==> config.mk <==
export PLATFORM = sky130hd
export DESIGN_NAME = frame_board_scheduler
export DESIGN_NICKNAME = d
export VERILOG_FILES = /design/src/rtl/ddp_pkg.sv /design/src/rtl/vga_timing_gen.sv /design/src/rtl/frame_board_scheduler.sv
export SDC_FILE = /design/constraint.sdc
export NUM_CORES = 2
export LEC_CHECK = 0
export ABC_AREA = 0
export CORE_AREA = 5 5 598 600
export CTS_CLUSTER_DIAMETER = 120
export CTS_CLUSTER_SIZE = 16
export DETAILED_ROUTE_END_ITERATION = 16
export DIE_AREA = 0 0 603 605
export PLACE_DENSITY = 0.46
export SYNTH_ARGS = -nofsm -noshare
export SYNTH_HDL_FRONTEND = slang
export SYNTH_SLANG_ARGS = --single-unit
==> constraint.sdc <==
create_clock -name pclk -period 2.2 [get_ports pclk]
set_input_delay 0.44 -clock pclk [delete_from_list [all_inputs] [get_ports pclk]]
set_output_delay 0.44 -clock pclk [all_outputs]
set_load 0.005 [all_outputs]
==> src/rtl/ddp_pkg.sv <==
// Shared constants, types and helpers for the board display pipeline:
// VGA 800x600@72 timing, 8x8 board cell layout and the commit FSM states.
package ddp_pkg;

  localparam int VGA_H_VIS = 800;
  localparam int VGA_H_FP = 56;
  localparam int VGA_H_SYNC = 120;
  localparam int VGA_H_BP = 64;
  localparam int VGA_V_VIS = 600;
  localparam int VGA_V_FP = 37;
  localparam int VGA_V_SYNC = 6;
  localparam int VGA_V_BP = 23;
  localparam int VGA_H_TOT = VGA_H_VIS + VGA_H_FP + VGA_H_SYNC + VGA_H_BP;
  localparam int VGA_V_TOT = VGA_V_VIS + VGA_V_FP + VGA_V_SYNC + VGA_V_BP;
  localparam int VGA_BLINK_FRAMES = 36;

  localparam int HCNT_W = 11;
  localparam int VCNT_W = 10;

  // Cell field bit positions within one 12-bit cell.
  localparam int CELL_W = 12;
  localparam int CUR_COLOR = 9;
  localparam int CUR_PRES = 8;
  localparam int PIECE_VLD = 4;
  localparam int SIDE = 3;
  localparam int TYPE_MSB = 2;

  localparam int BOARD_ROWS = 8;
  localparam int BOARD_COLS = 8;
  localparam int N_CELLS = BOARD_ROWS * BOARD_COLS;
  localparam int BOARD_W = N_CELLS * CELL_W;

  typedef enum logic {
    IDLE,
    PENDING
  } sched_state_e;

  // All-ones except the cursor-present bit of every cell.
  function automatic logic [BOARD_W-1:0] cursor_mask();
    logic [BOARD_W-1:0] m;
    m = '1;
    for (int k = 0; k < N_CELLS; k++) m[k*CELL_W+CUR_PRES] = 1'b0;
    return m;
  endfunction

endpackage

==> src/rtl/vga_timing_gen.sv <==
// Free-running VGA pixel/line counters with registered, mutually aligned
// enables and syncs, plus a strobe on the last cycle of the visible frame.
module vga_timing_gen
  import ddp_pkg::*;
#(
  parameter int H_VIS = VGA_H_VIS,
  parameter int H_FP = VGA_H_FP,
  parameter int H_SYNC = VGA_H_SYNC,
  parameter int H_BP = VGA_H_BP,
  parameter int V_VIS = VGA_V_VIS,
  parameter int V_FP = VGA_V_FP,
  parameter int V_SYNC = VGA_V_SYNC,
  parameter int V_BP = VGA_V_BP
) (
  input  logic              pclk,
  input  logic              rst,
  output logic [HCNT_W-1:0] hcnt,
  output logic [VCNT_W-1:0] vcnt,
  output logic              hen,
  output logic              ven,
  output logic              hs,
  output logic              vs,
  output logic              frame_end
);

  localparam int H_TOT = H_VIS + H_FP + H_SYNC + H_BP;
  localparam int V_TOT = V_VIS + V_FP + V_SYNC + V_BP;
  localparam int HS_BEG = H_VIS + H_FP;
  localparam int HS_END = HS_BEG + H_SYNC - 1;
  localparam int VS_BEG = V_VIS + V_FP;
  localparam int VS_END = VS_BEG + V_SYNC - 1;

  logic [HCNT_W-1:0] h_nxt;
  logic [VCNT_W-1:0] v_nxt;

  // NOTE: every signal assigned in always_comb gets a default first, so no
  // path leaves it unassigned and no latch is inferred.
  always_comb begin
    h_nxt = hcnt + 1'b1;
    v_nxt = vcnt;
    if (hcnt == HCNT_W'(H_TOT - 1)) begin
      h_nxt = '0;
      v_nxt = (vcnt == VCNT_W'(V_TOT - 1)) ? '0 : vcnt + 1'b1;
    end
  end

  // Decoding from the next count keeps every output aligned with hcnt/vcnt.
  // NOTE: sequential state uses non-blocking assignments so all registers
  // sample the pre-edge values regardless of statement order.
  always_ff @(posedge pclk) begin
    if (rst) begin
      hcnt <= '0;
      vcnt <= '0;
      hen  <= 1'b1;
      ven  <= 1'b1;
      hs   <= 1'b0;
      vs   <= 1'b0;
    end else begin
      hcnt <= h_nxt;
      vcnt <= v_nxt;
      hen  <= (h_nxt < HCNT_W'(H_VIS));
      ven  <= (v_nxt < VCNT_W'(V_VIS));
      hs   <= (h_nxt >= HCNT_W'(HS_BEG)) && (h_nxt <= HCNT_W'(HS_END));
      vs   <= (v_nxt >= VCNT_W'(VS_BEG)) && (v_nxt <= VCNT_W'(VS_END));
    end
  end

  assign frame_end = (hcnt == HCNT_W'(H_TOT - 1)) && (vcnt == VCNT_W'(V_VIS - 1));

endmodule

==> src/rtl/frame_board_scheduler.sv <==
// Frame timing plus tear-free board snapshot commit at vertical-blank entry.
// Optional cursor blink on the output path is enabled by CURSOR_BLINK_EN.
module frame_board_scheduler
  import ddp_pkg::*;
#(
  parameter int H_VIS = VGA_H_VIS,
  parameter int H_FP = VGA_H_FP,
  parameter int H_SYNC = VGA_H_SYNC,
  parameter int H_BP = VGA_H_BP,
  parameter int V_VIS = VGA_V_VIS,
  parameter int V_FP = VGA_V_FP,
  parameter int V_SYNC = VGA_V_SYNC,
  parameter int V_BP = VGA_V_BP
`ifdef CURSOR_BLINK_EN
  ,
  parameter int BLINK_FRAMES = VGA_BLINK_FRAMES
`endif
) (
  input  logic               pclk,
  input  logic               rst,
  input  logic               upd_valid,
  input  logic [BOARD_W-1:0] upd_board,
  output logic               upd_ready,
  output logic [BOARD_W-1:0] board_data,
  output logic [HCNT_W-1:0]  hcnt,
  output logic [VCNT_W-1:0]  vcnt,
  output logic               hen,
  output logic               ven,
  output logic               hs,
  output logic               vs,
  output logic               frame_tick
);

  sched_state_e       state, state_nxt;
  logic [BOARD_W-1:0] pending;
  logic [BOARD_W-1:0] committed;
  logic               xfer;
  logic               frame_end;
  logic               commit_en;

  vga_timing_gen #(
    .H_VIS (H_VIS),
    .H_FP  (H_FP),
    .H_SYNC(H_SYNC),
    .H_BP  (H_BP),
    .V_VIS (V_VIS),
    .V_FP  (V_FP),
    .V_SYNC(V_SYNC),
    .V_BP  (V_BP)
  ) u_timing (
    .pclk     (pclk),
    .rst      (rst),
    .hcnt     (hcnt),
    .vcnt     (vcnt),
    .hen      (hen),
    .ven      (ven),
    .hs       (hs),
    .vs       (vs),
    .frame_end(frame_end)
  );

  // Never any backpressure; only reset withholds ready.
  assign upd_ready = upd_valid & ~rst;
  assign xfer      = upd_valid & upd_ready;

  always_ff @(posedge pclk) begin
    if (rst) state <= IDLE;
    else     state <= state_nxt;
  end

  // A transfer landing on the commit cycle re-arms PENDING for the next frame.
  always_comb begin
    state_nxt = state;
    case (state)
      IDLE:    if (xfer) state_nxt = PENDING;
      PENDING: if (frame_end && !xfer) state_nxt = IDLE;
      default: state_nxt = IDLE;
    endcase
  end

  always_comb begin
    commit_en = (state == PENDING) && frame_end;
  end

  // NOTE: the snapshot buffers are plain registers, not a memory array, so
  // they are reset like any other state and a pending update is discarded.
  always_ff @(posedge pclk) begin
    if (rst) begin
      pending    <= '0;
      committed  <= '0;
      frame_tick <= 1'b0;
    end else begin
      frame_tick <= frame_end;
      if (xfer)      pending   <= upd_board;
      if (commit_en) committed <= pending;
    end
  end

`ifdef CURSOR_BLINK_EN
  localparam int BLINK_W = $clog2(BLINK_FRAMES + 1);

  logic [BLINK_W-1:0] blink_cnt;
  logic               blink_on;

  always_ff @(posedge pclk) begin
    if (rst) begin
      blink_cnt <= '0;
      blink_on  <= 1'b1;
    end else if (frame_end) begin
      if (blink_cnt == BLINK_W'(BLINK_FRAMES - 1)) begin
        blink_cnt <= '0;
        blink_on  <= ~blink_on;
      end else begin
        blink_cnt <= blink_cnt + 1'b1;
      end
    end
  end

  // Masking after the commit register leaves the stored snapshot intact.
  assign board_data = blink_on ? committed : (committed & cursor_mask());
`else
  assign board_data = committed;
`endif

endmodule

==> summary.txt <==
Outcome
  • Status: finished, violations left
  • Failing checks: setup timing

Detailed routing
  • Via count: slightly below 50,000
  • Remaining DRCs: 0
  • Max Used Layer: met5
  • WL met2: 153,000 um
  • Post-DRT Antenna Nets: 0
  • Met3 wire len: 27,500 um
  • Number of vias per cell: slightly below 4
  • Initial DRC count: 3,436
  • WL met1: 127,000 um
  • Total Wirelength: 320,000 um
  • TritonRoute pass-1 iters: 5
  • WL/cell: 26.0 um

Timing
  • Pins Over Slew Limit: 0
  • Worst-margin pin slew: ~0.78 ns
  • Minimum clock period after layout: 2.40 ns
  • Setup Skew: 0.0461 ns
  • Final Cycle Share: 109%
  • Fin. Hold Viols: 0
  • Fmax: 416 MHz
  • Setup-failing EPs final: 1,002
  • Relative slew slack: 48.3%
  • Final setup margin: -0.205 ns
  • RSZ-0062 raised after global routing: true

Pwr
  • Sequential power share: 53.9%
  • Clock power frac: between 30% and 40%
  • Peak supply drop: 0.654 mV
  • Switching pwr: 13.8 mW
  • Power density over the cells: 659 mW/mm^2
  • Internal Power: approximately 41 mW
  • Switching share of power: about a quarter
  • Leakage: 32.4 nW
  • Tot Pwr: between 50 and 60 mW
  • Combinational power share: under 10%

Global routing
  • Initial antenna violation count: 162
  • First-pass GRT wire length: 408,000 um
  • Grt ovf: 0
  • Gr usage total: 15.9%
  • Vias in the first global route: approximately 46,000
  • Largest net degree at the start of global routing: between 150 and 200

Synthesis
  • Synthesized flop and latch total: 1,563
  • Post-synth EDFFs: 0
  • Syn Std Cell Area: 0.0546 sq mm
  • Unique cell type count in the Yosys netlist: 47
  • Synth Warn #: 0
  • Post-Syn Instances: 5,984
  • Avg Cell Area, Syn: 9.12 sq um
  • Seq/Total Area, Yosys: about 57%
  • Synthesized Nets: 6,759
  • Primary FF master, synth: dfxtp_1
  • Async SR Flop Fraction: 0%

CTS
  • CTS buffer count: approximately 120
  • Skew-Pair Late Insertion Delay: ~0.87 ns
  • Root buf cell: clkbuf_16
  • Clock sinks: roughly 1,600
  • TritonCTS clock tree: built
  • CTS max path bufs: 4
  • Clock transition at path regs: 0.08 ns
  • # hold bufs at CTS: 0
  • H-tree level count: 3

Die
  • Die H: 605 um
  • Die W: approximately 600 um
  • Row count: approximately 220
  • IO Count: 1,566
  • Core Footprint: 0.352 sq mm
  • DIE AREA: 0.365 sq mm
  • Initial Util: 15.5%

Placement
  • Placed Instances: around 12,000
  • Port bufs: 1,565
  • HPWL after DPL: 247,000 um
  • GP Congestion: 0.959

Critical path
  • Critical path endpoint: board_data[545]
  • Reg2Reg Setup Slack: -0.20 ns
  • Critical path type: reg -> reg
  • Worst Path Required: 2.98 ns
  • Most frequent CP cell: buf_12
  • Worst Path Buf+Inv: 6
  • Slowest CP cell: or3b_4
  • Worst r2r path cells: 11
  • Setup crit start kind: flop
  • CP cell instances: or3b_4 -> nor4_4 -> buf_4 -> and2_4 -> buf_4 -> buf_12 -> buf_12 -> buf_12 -> clkbuf_16 -> nand2_1 -> a21oi_1
  • Crit end category: flop
  • CP peak stage delay: 0.40 ns
  • Critical path arrival: 3.19 ns
  • Worst Setup SP: u_timing.vcnt[7]
  • FF-to-FF End: board_data[545]
  • Reg-to-reg startpoint: u_timing.vcnt[7]
  • Crit-path max FO: 8
  • Crit path max-delay family: simple AND/OR/NAND/NOR gates
  • Instance count on the critical path: 11

Cells and area
  • # fillers: 37,900
  • Layout Utilization: 23.8%
  • Most common cell after layout, fill and taps aside: dfxtp_1
  • Share of layout cells above drive strength 1: 11.4%
  • Area grow syn2layout: 53.5%
  • Layout Cells excl Fill: around 12,000
  • # nets final: 8,371
  • Most frequent cells in the layout: dfxtp_1, nand2_1, clkdlybuf4s50_1, nor2_1, mux2i_1

Run
  • Max Cap Viol: 0

Hold path
  • Worst min-delay path class: in -> reg
[how the worst min path moves through the flow]
stage | startpoint | to | slack, ns | cells after the start
5_1_grt | rst | pending[326] | 0.05 | 3
6_report | rst | pending[356] | 0.11 | 3
4_1_cts | rst | pending[326] | 0.02 | 3
3_3_place_gp | board_data[512] | board_data[512] | 0.44 | 2
3_5_place_dp | board_data[515] | board_data[515] | 0.44 | 2
2_1_floorplan | pending[0] | board_data[0] | 0.44 | 2
[layer usage]
metal	GRT usage (%)	up-vias
met4	5.13	72
met1	18.8	23300
met5	0	-
met3	5.61	501
li1	-	22800
met2	27.0	1714
[logic make-up after synthesis]
family / count (synthesis) / share of synthesized area, %
AOI/OAI and AO/OA: 793 / 7.34
adders and majority gates: 4 / 0.0917
xor gates and xnor gates: 18 / 0.289
muxes: 770 / 14.1
buffers and inverters: 439 / 4.00
DFF: 1563 / 57.3
and+or+nand+nor: 2397 / 16.8
[what timing repair did]
action | in CTS | in global routing
setup buffers | 15 | 43
gates cloned | 16 | 47
gates resized for setup | 354 | 450
pin swaps | 24 | 206
setup endpoints to repair | 1549 | 1406
hold endpoints to repair | 0 | 0
[worst reg2reg max path: stages, from the launching register on]
cell	delay, ns
dfxtp_2	0.32
or3b_4	0.40
nor4_4	0.33
buf_4	0.17
and2_4	0.18
buf_4	0.13
buf_12	0.16
buf_12	0.16
buf_12	0.13
clkbuf_16	0.15
nand2_1	0.05
a21oi_1	0.14
[cells in the mapped netlist (all sizes together) (2+ instances only)]
cell type	n	area share, %
nand3	9	0.092
a21oi	776	7.1
a211o	2	0.032
nand2b	3	0.034
nor4	3	0.034
a21o	4	0.055
and2	4	0.046
or4	2	0.028
nand2	1551	11
or4b	2	0.037
nor2	796	5.5
ha	4	0.092
nand4b	2	0.032
xor2	9	0.14
a31oi	3	0.034
clkbuf	276	1.9
inv	2	0.014
xnor2	9	0.14
o21ai	3	0.028
nor3	5	0.055
and3	5	0.057
nor3b	2	0.028
nand4	4	0.057
buf	161	2.1
or3b	2	0.032
dfxtp	1563	57
mux2i	769	14
[power groups by stage]
stage	logic [mW]	clock network [mW]	registers, mW
global placement	4.01	0	30.4
floorplan	1.88	0	30.1
CTS	4.10	22.3	29.7
global route	4.44	23.1	29.8
detailed placement	4.08	0	30.4
finish	4.09	21.4	29.8
[per-stage QoR]
step | hold slack [ns] | TNS (ns) | setup slack (ns) | instance area (sq um)
floorplan | 0.436 | -8.97 | -0.0149 | 54600
global placement | 0.438 | -282.32 | -0.565 | 76600
detailed placement | 0.442 | -294.62 | -0.573 | 76600
CTS | 0.0184 | -191.28 | -0.273 | 80600
global route | 0.0545 | -229.43 | -0.341 | 83700
finish | 0.109 | -74.94 | -0.205 | 83800
[final cells by class]
| type | instances | area (sq um) | area share (%) |
|---|---|---|---|
| tap | 4620 | 5780 | 6.90 |
| sequential | 1563 | 31400 | 37.4 |
| clock buffer | 123 | 2990 | 3.57 |
| multi-input combinational | 3982 | 22500 | 26.9 |
| timing repair buffer | 1928 | 20700 | 24.7 |
| antenna | 45 | 113 | 0.134 |
| clock inverter | 20 | 315 | 0.376 |
| inverter | 2 | 7.51 | 0.00896 |
[sequential cells by signal (all words and copies together) (netlist names), 10 cells and up]
name,count
board_data,768
pending,768
u_timing.hcnt,11
u_timing.vcnt,10
No activity file was read; power rests on OpenSTA's default activity.
